==> config.mk <==
export PLATFORM = sky130hd
export DESIGN_NAME = mode6_sub_pipe
export DESIGN_NICKNAME = d
export VERILOG_FILES = /design/src/rtl/mode6_sub_pipe.sv
export SDC_FILE = /design/constraint.sdc
export NUM_CORES = 1
export LEC_CHECK = 0
export ABC_AREA = 1
export BUFFER_PORTS_ARGS = -buffer_cell sky130_fd_sc_hd__buf_2
export CORE_UTILIZATION = 45
export DETAILED_ROUTE_END_ITERATION = 10
export GPL_TIMING_DRIVEN = 0
export HOLD_SLACK_MARGIN = 0.05
export SYNTH_ARGS = -nofsm -noshare
export SYNTH_HDL_FRONTEND = slang
export SYNTH_SLANG_ARGS = --single-unit
export TNS_END_PERCENT = 5
==> constraint.sdc <==
create_clock -name clk -period 11.92 [get_ports clk]
set_input_delay 0.596 -clock clk [delete_from_list [all_inputs] [get_ports clk]]
set_output_delay 0.596 -clock clk [all_outputs]
set_load 0.1 [all_outputs]
==> src/rtl/mode6_sub_pipe.sv <==
`default_nettype none
// ============================================================================
// Module      : mode6_sub_pipe (with helper mode6_fp_sub)
// Description : Softmax mode-6 subtract stage. Streams LANES fp words per
//               beat and computes x_i - max with a 2-stage valid/ready pipe.
//               Tracks the beat count per row and forwards a last-beat marker.
//               Optional macro MODE6_SUB_CLAMP_EN clamps positive results to
//               +0 and adds a sticky clamp_flag output.
// Revision    : 1.0 - initial release
// ============================================================================

`ifndef DATAWIDTH
`define DATAWIDTH 16
`endif
`ifndef MANTISSA
`define MANTISSA 10
`endif
`ifndef EXPONENT
`define EXPONENT 5
`endif
`ifndef IEEE_COMPLIANCE
`define IEEE_COMPLIANCE 0
`endif

// ----------------------------------------------------------------------------
// mode6_fp_sub : combinational z = a - b, round-to-nearest-even. Behaves like
// DW_fp_sub with rnd=3'b000: zero-exponent inputs are zero, all-ones exponent
// inputs are infinity, tiny results flush to signed zero.
// ----------------------------------------------------------------------------
module mode6_fp_sub #(
    parameter int MANTISSA        = 10,
    parameter int EXPONENT        = 5,
    parameter int IEEE_COMPLIANCE = 0
) (
    input  logic [MANTISSA+EXPONENT:0] a,
    input  logic [MANTISSA+EXPONENT:0] b,
    output logic [MANTISSA+EXPONENT:0] z
);
    localparam int W    = MANTISSA + 1;   // significand incl. hidden bit
    localparam int WW   = W + 3;          // plus guard, round, sticky
    localparam int EMAX = (1 << EXPONENT) - 1;

    logic                sa, sb, sx, sy;
    logic [EXPONENT-1:0] ea, eb, ex, ey;
    logic [W-1:0]        ma, mb, mx, my;
    logic [2*W+2:0]      align;
    logic [WW-1:0]       ys;
    logic [WW:0]         sum, norm;
    logic [MANTISSA:0]   mant_r;
    logic                rnd, x_inf, y_inf;
    int                  d, lz, exp_r;

    // Align, add/subtract magnitudes, normalise and round.
    always_comb begin
        sa = a[MANTISSA+EXPONENT];
        sb = ~b[MANTISSA+EXPONENT];        // subtraction = addition of -b
        ea = a[MANTISSA+EXPONENT-1:MANTISSA];
        eb = b[MANTISSA+EXPONENT-1:MANTISSA];
        ma = (ea == '0) ? '0 : {1'b1, a[MANTISSA-1:0]};
        mb = (eb == '0) ? '0 : {1'b1, b[MANTISSA-1:0]};
        // Order operands so x has the larger magnitude.
        if ({eb, mb} > {ea, ma}) begin
            sx = sb; ex = eb; mx = mb; sy = sa; ey = ea; my = ma;
        end else begin
            sx = sa; ex = ea; mx = ma; sy = sb; ey = eb; my = mb;
        end
        x_inf = (ex == '1);
        y_inf = (ey == '1);
        d = int'(ex) - int'(ey);
        if (d > WW) d = WW;
        // Bits shifted past the low W positions are folded into sticky.
        align = {my, 3'b000, {W{1'b0}}} >> d;
        ys    = {align[2*W+2:W+1], align[W] | (|align[W-1:0])};
        if (sx == sy) sum = {1'b0, mx, 3'b000} + {1'b0, ys};
        else          sum = {1'b0, mx, 3'b000} - {1'b0, ys};
        lz = 0;
        for (int i = 0; i <= WW; i++) begin
            if (sum[i]) lz = WW - i;
        end
        norm   = sum << lz;
        rnd    = norm[3] & ((|norm[2:0]) | norm[4]);
        mant_r = {1'b0, norm[WW-1:4]} + {{MANTISSA{1'b0}}, rnd};
        exp_r  = int'(ex) + 1 - lz + int'(mant_r[MANTISSA]);
        if (x_inf && y_inf && (sx != sy)) begin
            // inf - inf: NaN when compliant, otherwise +inf
            z = {1'b0, {EXPONENT{1'b1}}, (IEEE_COMPLIANCE != 0), {(MANTISSA-1){1'b0}}};
        end else if (x_inf) begin
            z = {sx, {EXPONENT{1'b1}}, {MANTISSA{1'b0}}};
        end else if (sum == '0) begin
            z = '0;                        // exact cancellation gives +0 under RNE
        end else if (exp_r <= 0) begin
            z = {sx, {(MANTISSA+EXPONENT){1'b0}}};
        end else if (exp_r >= EMAX) begin
            z = {sx, {EXPONENT{1'b1}}, {MANTISSA{1'b0}}};
        end else begin
            z = {sx, exp_r[EXPONENT-1:0], mant_r[MANTISSA-1:0]};
        end
    end
endmodule

// ----------------------------------------------------------------------------
// mode6_sub_pipe : top level pipe
// ----------------------------------------------------------------------------
module mode6_sub_pipe #(
    parameter int LANES           = 4,
    parameter int DATAWIDTH       = `DATAWIDTH,
    parameter int MANTISSA        = `MANTISSA,
    parameter int EXPONENT        = `EXPONENT,
    parameter int IEEE_COMPLIANCE = `IEEE_COMPLIANCE,
    parameter int CNT_W           = 8
) (
    input  logic                       clk,
    input  logic                       reset,
    input  logic                       b_load,
    input  logic [DATAWIDTH-1:0]       b_value,
    input  logic                       in_valid,
    output logic                       in_ready,
    input  logic                       in_last,
    input  logic [LANES*DATAWIDTH-1:0] a_inp,
    output logic                       out_valid,
    input  logic                       out_ready,
    output logic                       out_last,
    output logic [LANES*DATAWIDTH-1:0] outp,
    output logic [CNT_W-1:0]           beat_cnt,
    output logic                       row_done
`ifdef MODE6_SUB_CLAMP_EN
    ,
    output logic                       clamp_flag
`endif
);
    logic [DATAWIDTH-1:0]       b_reg, b_sel, s1_b;
    logic [LANES*DATAWIDTH-1:0] s1_a, s2_next;
    logic                       s1_valid, s1_last, adv, in_fire;

    assign adv      = !out_valid || out_ready;
    assign in_ready = !s1_valid || adv;
    assign in_fire  = in_valid && in_ready;
    // A beat accepted alongside b_load sees the new max immediately.
    assign b_sel    = b_load ? b_value : b_reg;

`ifdef MODE6_SUB_CLAMP_EN
    logic [LANES-1:0] clamp_hit;
`endif

    for (genvar i = 0; i < LANES; i++) begin : g_lane
        logic [DATAWIDTH-1:0] diff;
        mode6_fp_sub #(
            .MANTISSA       (MANTISSA),
            .EXPONENT       (EXPONENT),
            .IEEE_COMPLIANCE(IEEE_COMPLIANCE)
        ) u_sub (
            .a(s1_a[i*DATAWIDTH +: DATAWIDTH]),
            .b(s1_b),
            .z(diff)
        );
`ifdef MODE6_SUB_CLAMP_EN
        // A positive nonzero result means the loaded max was too small.
        assign clamp_hit[i] = !diff[DATAWIDTH-1] && (|diff[DATAWIDTH-2:0]);
        assign s2_next[i*DATAWIDTH +: DATAWIDTH] = clamp_hit[i] ? '0 : diff;
`else
        assign s2_next[i*DATAWIDTH +: DATAWIDTH] = diff;
`endif
    end

    // Max register: loads whenever b_load is high.
    always_ff @(posedge clk) begin
        if (reset)       b_reg <= '0;
        else if (b_load) b_reg <= b_value;
    end

    // Stage 1: capture the operand beat with its own copy of the max.
    always_ff @(posedge clk) begin
        if (reset) begin
            s1_valid <= 1'b0;
            s1_a     <= '0;
            s1_b     <= '0;
            s1_last  <= 1'b0;
        end else if (in_ready) begin
            s1_valid <= in_valid;
            if (in_valid) begin
                s1_a    <= a_inp;
                s1_b    <= b_sel;
                s1_last <= in_last;
            end
        end
    end

    // Stage 2: register the differences; hold while downstream stalls.
    always_ff @(posedge clk) begin
        if (reset) begin
            out_valid <= 1'b0;
            outp      <= '0;
            out_last  <= 1'b0;
        end else if (adv) begin
            out_valid <= s1_valid;
            if (s1_valid) begin
                outp     <= s2_next;
                out_last <= s1_last;
            end
        end
    end

    // Beat counter: counts accepted beats, restarts after the last beat.
    always_ff @(posedge clk) begin
        if (reset)        beat_cnt <= '0;
        else if (in_fire) beat_cnt <= in_last ? '0 : beat_cnt + 1'b1;
    end

    // Row-done pulse after the last beat of a row leaves the pipe.
    always_ff @(posedge clk) begin
        if (reset) row_done <= 1'b0;
        else       row_done <= out_valid && out_ready && out_last;
    end

`ifdef MODE6_SUB_CLAMP_EN
    // Sticky clamp indicator; a new max starts a fresh observation window.
    always_ff @(posedge clk) begin
        if (reset || b_load)                    clamp_flag <= 1'b0;
        else if (adv && s1_valid && |clamp_hit) clamp_flag <= 1'b1;
    end
`endif
endmodule
`default_nettype wire

==> results of run 1 <==
-- final cells by class --
| type | instances | area, sq um | share of cell area (%) |
|---|---|---|---|
| multi-input cells | 3265 | 18200 | 67.8 |
| diodes | 4 | 10.0 | 0.0373 |
| inverters | 452 | 1740 | 6.49 |
| well taps | 680 | 851 | 3.17 |
| clock inverters | 13 | 173 | 0.643 |
| plain buffers | 144 | 848 | 3.16 |
| clock buffers | 18 | 429 | 1.60 |
| flip-flops and latches | 173 | 3470 | 12.9 |
| repair buffers | 200 | 1130 | 4.21 |
-- logic make-up (layout without fill, tap and decap cells) --
family          count (synthesis)  after routing  share of synthesized area [%]
buf+inv                       596            827                           10.6
xor+xnor                       47             47                           1.94
fa+ha+maj                     221            221                           12.0
simple gates                 2330           2330                           44.4
flops                         173            173                           14.7
compound gates                650            650                           15.5
other cells                     0              4                              0
mux                            17             17                          0.724
-- stage by stage --
step / utilization, % / area, sq um
2_1_floorplan: - / 23500
3_3_place_gp: 48.9 / 25200
6_report: 52.2 / 26800
3_5_place_dp: 48.9 / 25200
4_1_cts: 50.4 / 25900
5_1_grt: 52.2 / 26800
-- worst min-delay path: cells and delay by family --
family | cells | cell delay, ns
AOI/OAI and AO/OA | 1 | 0.07
buffers and inverters | 1 | 0.07
and+or+nand+nor | 1 | 0.08
-- synth_stat cells (27+ instances only) --
master / instances / area, sq um
nand2_1: 1153 / 4330
nand3_1: 589 / 2950
inv_1: 386 / 1450
nor2_1: 336 / 1260
a21oi_1: 247 / 1240
o21ai_0: 219 / 1100
ha_1: 213 / 2670
dfxtp_1: 173 / 3460
clkbuf_1: 73 / 274
nand2_2: 60 / 375
inv_2: 53 / 199
nand4_1: 45 / 282
o21ai_1: 45 / 225
xor2_1: 32 / 280
buf_2: 27 / 135
-- what timing repair did --
action / in CTS / in global routing
resized for setup: 31 / 162
pin swaps: 2 / 26
hold endpoints to repair: 0 / 0
buffers inserted: 2 / 37
gates cloned: 0 / 1
setup endpoints to repair: 60 / 60
-- per-layer routing --
layer  GRT usage, %  up-vias  routed length (um)
met5              0        -                  39
met1           42.3    12000               38600
met3           4.52      128                5290
met4           11.2        6                2910
met2           45.2      721               33700
li1               -    13800                   -
-- worst max path at each step --
stage,cells past startpoint,start,slack [ns],endpoint
2_1_floorplan,82,s1_b[10],1.29,outp[0]
6_report,81,s1_b[10],0.79,outp[23]
3_5_place_dp,76,s1_b[14],-1.74,outp[2]
3_3_place_gp,76,s1_b[14],-1.69,outp[7]
5_1_grt,81,s1_b[10],-0.17,outp[0]
4_1_cts,74,s1_b[10],0.007,outp[16]
-- placed cells by master, fill, tap and decap left out, types with 45 or more instances in the layout --
cell | synthesis | final
a21oi_1 | 247 | 231
buf_2 | 27 | 181
buf_4 | 17 | 52
clkbuf_1 | 73 | 69
dfxtp_1 | 173 | 168
ha_1 | 213 | 199
inv_1 | 386 | 381
inv_2 | 53 | 55
nand2_1 | 1153 | 1141
nand2_2 | 60 | 69
nand3_1 | 589 | 577
nand4_1 | 45 | 45
nor2_1 | 336 | 324
o21ai_0 | 219 | 214
o21ai_1 | 45 | 45
==> results.py, run 1 <==
metrics = {
    "outcome": {
        "outcome": "finished clean",
    },
    "setup_path": {
        "r2r_slack_ns": 0.79,
        "cp-start-kind": "flip-flop",
        "worstPathRequired_ns": 12.26,
        "reg2reg_to": "outp[23]",
        "critPathBufInv": 15,
        "cp-end-kind": "flip-flop",
        "slowest_stage": "dfxtp_4",
        "cp.arrival_ns": 11.47,
        "critical-path-top-delay-family": "simple AND/OR/NAND/NOR gates",
        "r2r_start": "s1_b[10]",
        "crit_path_frequent_cell": "nand2_1",
        "slowest_delay_ns": 0.40,
        "cp_max_fo": 13,
        "crit_type": "flip-flop to flip-flop",
        "rr_worst_depth": 81,
    },
    "die": {
        "die_w_um": 231,
        "start_util_pct": 45.7,
        "core_area_sq_um": 51400,
        "die_h_um": 231,
        "rows": 83,
        "die-area_sq_um": 53100,
        "num_io_pins": 162,
    },
    "clocking": {
        "clk-insertion-delay-late_ns": 0.49,
        "clkTransAtPathRegs_ns": 0.08,
        "h-tree-depth": 4,
        "clkSinkCount": 173,
        "hold_buffers": 0,
        "tritoncts": "built",
        "cts_buffer_depth": 2,
        "ctsRootBufferMaster": "clkbuf_16",
        "numCtsBuffers": 17,
    },
    "sta": {
        "setup_viol_count_final": 0,
        "rsz0062_at_grt": "yes",
        "min_period_ns": 11.13,
        "tightest_slew_ns": 1.02,
        "finalCritPeriodShare_pct": 93.4,
        "slew_headroom_pct": 31.3,
        "fin_worst_skew_ns": 0.0149,
        "fin_tns_setup_ns": 0,
        "fmax_mhz": 89.8,
        "whs_ns": 0.355,
        "fin_ws_ns": 0.789,
        "timing.final.max_slew_violations": 0,
        "hold_violations": 0,
    },
    "route": {
        "drc": 0,
        "post_drt_wl_per_cell_um": 16.3,
        "dr.pass1.iters": 7,
        "initialDrtViolationCount": 2067,
        "post_drt_via_cell_ratio": 5.39,
        "antenna_left": 0,
        "vias": 26700,
        "wl_mm": 80.5,
    },
    "placed_design": {
        "numPlacedInstances": 4874,
        "dp_hpwl_mm": 64.4,
        "gp_congestion": 0.938,
        "io_buffers": 160,
        "pre_cts_ws_ns": -1.74,
    },
    "yosys": {
        "ys_async_sr_fraction_pct": 0,
        "syn-num-nets": 4341,
        "synth_enable_flop_cells": 0,
        "synth_area_per_cell_sq_um": 5.83,
        "ys_types": 69,
        "syn_area_sq_um": 23500,
        "yosys_warnings": 0,
        "yosysSeqAreaShare_pct": 14.7,
        "synthFlopType": "dfxtp_1",
        "synth_cells": 4034,
        "ys_ff_latch": 173,
    },
    "hold_path": {
        "hold_class": "input port to flip-flop",
        "hp-start": "a_inp[3]",
        "min_path_cells": 3,
        "whs_endpoint": "s1_a[3]",
    },
    "layout": {
        "area_delta_synth_final_pct": 14.2,
        "layout-drive-gt1-share_pct": 15.1,
        "fillers": 5587,
        "reg_top3": "outp (64), s1_a (64)",
        "stdcell_count": 4949,
        "nNetsFinal": 4560,
    },
    "grt": {
        "antenna_found_initial": 7,
        "grt_start_max_net_pins": 18,
        "grt_pass1_vias": 24000,
        "grt_use_total_pct": 29.9,
        "grt-ovfl-total": 0,
        "grt_pass1_wl_mm": 128,
    },
    "job": {
        "maxCapViolCount": 0,
    },
}
Power of run 1 is not shown: default switching activity piles up to over one toggle a cycle in this logic, so the estimate is an artifact.
==> run 2: changes to the inputs <==
Clock period 11.92 ns to 11.76 ns, I/O delays scaled along.
==> results.py, run 2 (synthesized netlist as in run 1, its figures left out) <==
metrics = {
    "placed_design": {
        "dp_hpwl_mm": 64.4,
        "io_buffers": 160,
        "pre_cts_ws_ns": -1.90,
        "numPlacedInstances": 4874,
        "gp_congestion": 0.938,
    },
    "route": {
        "antenna_left": 0,
        "dr.pass1.iters": 8,
        "drc": 0,
        "vias": 26900,
        "post_drt_via_cell_ratio": 5.41,
        "wl_mm": 81.5,
        "post_drt_wl_per_cell_um": 16.4,
        "initialDrtViolationCount": 2029,
    },
    "setup_path": {
        "cp.arrival_ns": 11.42,
        "crit_type": "flip-flop to flip-flop",
        "cp-start-kind": "flip-flop",
        "slowest_stage": "a2111oi_4",
        "startpoint": "s1_b[10]",
        "cp-end-kind": "flip-flop",
        "crit_end": "outp[2]",
        "crit_path_frequent_cell": "nand2_1",
        "slowest_delay_ns": 0.44,
        "cp_max_fo": 10,
        "r2r_slack_ns": 0.75,
        "reg2reg_to": "outp[2]",
        "critical-path-top-delay-family": "simple AND/OR/NAND/NOR gates",
        "r2r_start": "s1_b[10]",
        "rr_worst_depth": 83,
        "worstPathRequired_ns": 12.17,
        "critPathBufInv": 18,
        "crit_cells": 83,
    },
    "sta": {
        "finalCritPeriodShare_pct": 93.6,
        "min_period_ns": 11.01,
        "setup_viol_count_final": 0,
        "slew_headroom_pct": 30.3,
        "fmax_mhz": 90.8,
        "timing.final.max_slew_violations": 0,
        "tightest_slew_ns": 1.03,
        "hold_violations": 0,
        "fin_ws_ns": 0.749,
        "fin_worst_skew_ns": 0.0150,
    },
    "die": {
        "die_w_um": 231,
        "core_area_sq_um": 51400,
        "die_h_um": 231,
        "die-area_sq_um": 53100,
        "start_util_pct": 45.7,
        "rows": 83,
        "num_io_pins": 162,
    },
    "layout": {
        "final_common_cell": "nand2_1",
        "nNetsFinal": 4586,
        "stdcell_count": 4975,
        "final_cell_mix": "1135 x nand2_1, 572 x nand3_1, 380 x inv_1",
        "area_delta_synth_final_pct": 15.4,
        "layout-drive-gt1-share_pct": 16.0,
        "reg_top3": "outp (64), s1_a (64)",
    },
    "clocking": {
        "ctsRootBufferMaster": "clkbuf_16",
        "clk-insertion-delay-late_ns": 0.49,
        "numCtsBuffers": 17,
        "tritoncts": "built",
        "clkSinkCount": 173,
        "cts_buffer_depth": 2,
        "clkTransAtPathRegs_ns": 0.08,
        "h-tree-depth": 4,
    },
    "grt": {
        "grt-ovfl-total": 0,
        "grt_pass1_wl_mm": 127,
        "grt_start_max_net_pins": 18,
        "grt_use_total_pct": 29.9,
        "grt_pass1_vias": 24000,
        "antenna_found_initial": 7,
    },
    "job": {
        "maxCapViolCount": 0,
    },
    "outcome": {
        "outcome": "finished clean",
    },
    "hold_path": {
        "hold_class": "input port to flip-flop",
    },
}
==> run 2: cell count changes in the layout (fill, tap and decap cells not counted), sizes merged <==
cell    previous run  this run
buf              267       291
clkinv            12        15
inv              450       449
==> run 2: repair_timing <==
item / 4_1_cts / 5_1_grt
hold buffers: 0 / 0
setup endpoints to repair: 60 / 60
resized for setup: 39 / 173
gates cloned: 0 / 3
setup buffers: 2 / 61
pin swaps: 2 / 34
==> run 2: worst min-delay path by stage <==
stage / start / slack (ns) / cells after the start / end
after floorplan: s1_last / 0.44 / 2 / s1_last
after global placement: outp[57] / 0.45 / 2 / outp[57]
after detailed placement: outp[2] / 0.45 / 2 / outp[2]
after CTS: a_inp[35] / 0.32 / 3 / s1_a[35]
after global routing: a_inp[39] / 0.37 / 3 / s1_a[39]
final: a_inp[35] / 0.34 / 3 / s1_a[35]
==> run 2: cell type report <==
class                           count  area (sq um)
Fill cell                        5555         24300
Multi-Input combinational cell   3265         18200
Sequential cell                   173          3470
Inverter                          452          1740
Timing Repair Buffer              224          1340
Buffer                            144           851
Tap cell                          680           851
Clock buffer                       18           429
Clock inverter                     13           173
Timing Repair inverter              2          10.0
Antenna cell                        4          10.0
==> run 2: worst min-delay path, stage by stage <==
cell and delay, ns:
buf_2 0.07, o21ai_0 0.07, nor2_1 0.07
==> run 2: routing by layer <==
layer  share of wire (%)  global-route usage [%]  wire [um]
met5               0.048                       0         39
met4                 3.5                    11.3       2830
met2                  42                    45.2      34300
met1                  48                    42.3      39000
met3                 6.5                    4.50       5270
==> run 2: stage by stage <==
step | util (%) | setup TNS [ns] | cell area, sq um | hold slack [ns]
after CTS | 50.4 | 0 | 25900 | 0.321
final | 52.7 | 0 | 27100 | 0.344
after global routing | 52.7 | -3.89 | 27100 | 0.370
after floorplan | - | 0 | 23500 | 0.442
after global placement | 48.9 | -68.90 | 25200 | 0.450
after detailed placement | 48.9 | -70.77 | 25200 | 0.453
Power of run 2 is left out for the same reason.
